==> config.mk <==
export PLATFORM = sky130hd
export DESIGN_NAME = forward_pipe
export DESIGN_NICKNAME = d
export VERILOG_FILES = /design/src/rtl/forward_pipe_pkg.sv /design/src/rtl/forward_pipe_stage.sv /design/src/rtl/forward_pipe.sv
export SDC_FILE = /design/constraint.sdc
export NUM_CORES = 1
export LEC_CHECK = 0
export CELL_PAD_IN_SITES_DETAIL_PLACEMENT = 1
export CELL_PAD_IN_SITES_GLOBAL_PLACEMENT = 2
export CORE_MARGIN = 10
export CORE_UTILIZATION = 40
export CTS_BUF_LIST = sky130_fd_sc_hd__clkbuf_8 sky130_fd_sc_hd__clkbuf_16
export DETAILED_ROUTE_END_ITERATION = 10
export DONT_BUFFER_PORTS = 1
export PLACE_DENSITY_LB_ADDON = 0.1
export SYNTH_ARGS = -nofsm -noshare
export SYNTH_HDL_FRONTEND = slang
export SYNTH_SLANG_ARGS = --single-unit
==> constraint.sdc <==
create_clock -name clk -period 1.45 [get_ports clk]
set_clock_uncertainty 0.2 [all_clocks]
set_input_delay 0.3625 -clock clk [delete_from_list [all_inputs] [get_ports clk]]
set_output_delay 0.3625 -clock clk [all_outputs]
set_load 0.01 [all_outputs]
==> src/rtl/forward_pipe_pkg.sv <==
// Shared definitions for the forward-registered valid/ready pipeline.
// Holds the occupancy width helper and the data value stages take on reset.
`timescale 1ns/1ps
package forward_pipe_pkg;

  localparam logic RESET_DATA_BIT = 1'b0;

  function automatic int occ_width(input int depth);
    return $clog2(depth + 1);
  endfunction

endpackage

==> src/rtl/forward_pipe_stage.sv <==
// One forward-registered pipeline stage: valid/data are flopped, ready is combinational.
// An empty stage always accepts, so bubbles collapse even while downstream stalls.
`timescale 1ns/1ps
module forward_pipe_stage
  import forward_pipe_pkg::*;
#(
  parameter int L = 8
) (
  input  logic         clk,
  input  logic         rst,
  input  logic         valid_in,
  input  logic [L-1:0] data_in,
  output logic         ready_out,
  output logic         valid_out,
  output logic [L-1:0] data_out,
  input  logic         ready_in
);

  assign ready_out = ~valid_out | ready_in;

  always_ff @(posedge clk or negedge rst) begin
    if (!rst) begin
      valid_out <= 1'b0;
    end else if (ready_out) begin
      valid_out <= valid_in;
    end
  end

  // Data only moves with a real beat, which keeps idle stages from toggling.
  always_ff @(posedge clk or negedge rst) begin
    if (!rst) begin
      data_out <= {L{RESET_DATA_BIT}};
    end else if (ready_out && valid_in) begin
      data_out <= data_in;
    end
  end

endmodule

==> src/rtl/forward_pipe.sv <==
// Forward-registered valid/ready pipeline of DEPTH stages; ready_b reaches ready_f combinationally.
// Define FORWARD_PIPE_OCCUPANCY_EN to add the registered occupancy counter port.
`timescale 1ns/1ps
module forward_pipe
  import forward_pipe_pkg::*;
#(
  parameter int L     = 8,
  parameter int DEPTH = 2
) (
  input  logic                          clk,
  input  logic                          rst,
  output logic                          ready_f,
  input  logic                          valid_f,
  input  logic [L-1:0]                  data_f,
  input  logic                          ready_b,
  output logic                          valid_b,
  output logic [L-1:0]                  data_b
`ifdef FORWARD_PIPE_OCCUPANCY_EN
  ,
  output logic [occ_width(DEPTH)-1:0]   occupancy
`endif
);

  // Index i is the input side of stage i; index DEPTH is the downstream boundary.
  logic         valid_c [DEPTH+1];
  logic [L-1:0] data_c  [DEPTH+1];
  logic         rdy     [DEPTH+1];

  assign valid_c[0]  = valid_f;
  assign data_c[0]   = data_f;
  assign rdy[DEPTH]  = ready_b;

  for (genvar i = 0; i < DEPTH; i++) begin : g_stage
    forward_pipe_stage #(
      .L(L)
    ) u_stage (
      .clk      (clk),
      .rst      (rst),
      .valid_in (valid_c[i]),
      .data_in  (data_c[i]),
      .ready_out(rdy[i]),
      .valid_out(valid_c[i+1]),
      .data_out (data_c[i+1]),
      .ready_in (rdy[i+1])
    );
  end

  assign ready_f = rdy[0];
  assign valid_b = valid_c[DEPTH];
  assign data_b  = data_c[DEPTH];

`ifdef FORWARD_PIPE_OCCUPANCY_EN
  localparam int OCC_W = occ_width(DEPTH);

  logic in_xfer;
  logic out_xfer;

  assign in_xfer  = valid_f & ready_f;
  assign out_xfer = valid_b & ready_b;

  // Tracks the number of valid stages; simultaneous in and out cancel.
  always_ff @(posedge clk or negedge rst) begin
    if (!rst) begin
      occupancy <= '0;
    end else if (in_xfer && !out_xfer) begin
      occupancy <= occupancy + OCC_W'(1);
    end else if (!in_xfer && out_xfer) begin
      occupancy <= occupancy - OCC_W'(1);
    end
  end
`endif

endmodule

==> flow_metrics.env <==
export IMPL_run_status="complete, but fails checks"
export IMPL_failed_checks="negative setup slack"
export IMPL_holdPathStages=1
export IMPL_drt_first_iter_violations=5
export IMPL_initial_core_util_pct=43.68
export IMPL_grt_max_degree=19
export IMPL_worst_hold_slack_ns=0.02551
export IMPL_final_hold_viol_count=0
export IMPL_finalCritPeriodShare_pct=100.1
export IMPL_ys_ff_latch=18
export IMPL_htreeDepth=1
export IMPL_grt_pass1_wl_um=2263
export IMPL_rsz0062_at_grt="true"
export IMPL_report_final_slew_viol_count=0
export IMPL_vdd_ir_drop_max_uv=664.5
export IMPL_synthAdderAreaFrac_pct=0
export IMPL_netlist_instances=48
export IMPL_area_growth_synth_to_final_pct=8.108
export IMPL_fmax_mhz=689.3
export IMPL_main_combinational_cell_family_by_area_after_synthesis="multiplexers"
export IMPL_cts_max_path_buffers=2
export IMPL_ant_diodes=0
export IMPL_timing_reg2reg_worst_path_depth=4
export IMPL_relSlewSlack_pct=47.32
export IMPL_worst_pin_slew_ns=0.7902
export IMPL_die_height_um=64.36
export IMPL_setup_violations=1
export IMPL_grt_antenna_before_repair=0
export IMPL_stdcell_area_um2=850.8
export IMPL_synth_lib_cells_used_distinct=9
export IMPL_root_buffer="sky130_fd_sc_hd__clkbuf_8"
export IMPL_dieArea_um2=4142
export IMPL_hold_class="in2reg"
export IMPL_drcViolationCount=0
export IMPL_crit_required_ns=0.89
export IMPL_criticalPathCategory="reg2out"
export IMPL_setup_ws_ns=-0.0007821
export IMPL_first_global_vias=421
export IMPL_routed_vias_inst=4.767
export IMPL_cts_made_buffers=3
export IMPL_pre_cts_slack_ns=0.02091
export IMPL_crit_chain="nand3b_4, buf_6"
export IMPL_yosysWarnings=0
export IMPL_gpl_final_weighted_congestion=0.7131
export IMPL_globalRoute_totalOverflow=0
export IMPL_synth_xor_area_share_pct=0
export IMPL_synth_compound_gate_area_share_pct=0
export IMPL_grt_usage_pct=7.196
export IMPL_cts_tree="done"
export IMPL_path_delay_family="flip-flops"
export IMPL_avgRoutedWirePerCell_um=20.12
export IMPL_static_leakage_power_nw=0.3973
export IMPL_start_kind="flip-flop"
export IMPL_critical_path_cell_count=2
export IMPL_power_density_cell_area_nw_per_um2=1427
export IMPL_syn_avg_cell_area_um2=16.40
export IMPL_arrival_ns=0.89
export IMPL_buffer_ports_inserted=0
export IMPL_mappedNetlistNets=60
export IMPL_area_of_the_mapped_netlist_um2=787.0
export IMPL_core_area_um2=1802
export IMPL_num_fill_cells=180
export IMPL_worstSkewPairLatency_ns=0.24
export IMPL_nets=62
export IMPL_fin_setup_tns_ns=-0.0007821
export IMPL_mostFrequentLayoutCell="sky130_fd_sc_hd__dfrtp_1"
export IMPL_first_pass_iters=3
export IMPL_worst_setup_hold_path_clk_slew_ns=0.06
export IMPL_critPathSlowestCell="sky130_fd_sc_hd__dfrtp_1"
export IMPL_floorplan_io_pins=22
export IMPL_drtAntennaViolNets=0
export IMPL_post_route_util_pct=47.22
export IMPL_post_route_cells_drive_above_1_share_pct=54.17
export IMPL_dr_total_vias=348
export IMPL_timing_critical_path_slowest_cell_delay_ns=0.42
export IMPL_final_critical_delay_including_setup_and_external_delays_ns=1.451
export IMPL_cp_max_fo=3
export IMPL_rows=15
export IMPL_cap_violations=0
export IMPL_mostFrequentLayoutCells="sky130_fd_sc_hd__dfrtp_1 (18), sky130_fd_sc_hd__mux2_4 (8), sky130_fd_sc_hd__mux2_2 (8)"
export IMPL_critical_path_n_buffers_inverters=1
export IMPL_postRouteWirelength_um=1469
export IMPL_yosys_area_share_simple_pct=8.426
export IMPL_seq_area_frac_synth_pct=57.23
export IMPL_critPathCaptureType="output pin"
export IMPL_postPlaceCellArea_um2=773.2
export IMPL_muxShareOfSynthArea_pct=26.71
export IMPL_die_x_um=64.36
export IMPL_clock_sinks=18
==> cells in the mapped netlist <==
library cell / count / area (um^2)
sky130_fd_sc_hd__buf_4: 8 / 60.06
sky130_fd_sc_hd__dfrtp_1: 18 / 450.4
sky130_fd_sc_hd__mux2_2: 8 / 90.09
sky130_fd_sc_hd__mux2_4: 8 / 120.1
sky130_fd_sc_hd__nand2_2: 1 / 6.260
sky130_fd_sc_hd__nand2_8: 1 / 20.02
sky130_fd_sc_hd__nand2b_1: 2 / 12.51
sky130_fd_sc_hd__nand3b_4: 1 / 20.02
sky130_fd_sc_hd__or2b_1: 1 / 7.510
==> per-stage QoR <==
| stage | std cells | power, mW |
|---|---|---|
| detailed placement | 67 | 0.8813 |
| floorplan | 48 | 0.9042 |
| CTS | 73 | 1.239 |
| global placement | 67 | 0.8596 |
| finish | 73 | 1.214 |
| global route | 73 | 1.283 |
==> metal layers <==
metal	track usage, %	up-vias	wire [um]
met4	4.011	0	0
met3	4.355	0	182
met2	12.81	14	797
met5	0	-	0
met1	6.030	180	489
li1	-	154	-
==> worst reg2reg max path: stages, from the launching register on <==
cell and delay (ns):
sky130_fd_sc_hd__dfrtp_1 0.42, sky130_fd_sc_hd__nand3b_4 0.10, sky130_fd_sc_hd__buf_4 0.16, sky130_fd_sc_hd__nand2_8 0.11, sky130_fd_sc_hd__mux2_4 0.32
==> logic make-up (layout without fill, tap and decap cells) <==
family,Yosys count,in the layout
mux,16,16
simple gates,6,6
flops,18,18
buf+inv,8,8
==> report_power, final <==
part | internal [mW] | switching, mW | leakage, nW
Clock | 0.184 | 0.145 | 0.0216
Sequential | 0.599 | 0.0973 | 0.208
Combinational | 0.123 | 0.0663 | 0.167
Total | 0.906 | 0.308 | 0.397
==> repair_timing <==
item / 4_1_cts / 5_1_grt
gates resized for setup: 1 / 2
pin swaps: 1 / 1
endpoints found under the setup margin: 1 / 34
hold buffers: 1 / 0
endpoints found under the hold margin: 18 / 0
buffers inserted: 2 / 0
==> final timing paths <==
kind	startpoint	endpoint	slack, ns
worst max register to register	g_stage[1].u_stage.valid_out	g_stage[0].u_stage.data_out[2]	0.04
max in group asynchronous	rst	g_stage[0].u_stage.data_out[4]	0.49
worst min-delay path	valid_f	g_stage[0].u_stage.valid_out	0.03
worst max-delay path	g_stage[1].u_stage.valid_out	ready_f	-0.0008
worst min register to register	g_stage[0].u_stage.data_out[5]	g_stage[0].u_stage.data_out[5]	0.31
min in group asynchronous	rst	g_stage[0].u_stage.data_out[7]	0.07
==> layout make-up <==
class,count,area [um^2],share of cell area (%)
Sequential cell,18,450.4,52.94
Multi-Input combinational cell,22,281.5,33.09
Timing Repair Buffer,5,46.29,5.441
Clock buffer,3,41.29,4.853
Tap cell,25,31.28,3.676
==> registers in the layout (all words and copies together) (netlist names) <==
signal                     flops
g_stage.u_stage.valid_out      2
g_stage.u_stage.data_out      16
(Power assumes the default switching activity.)
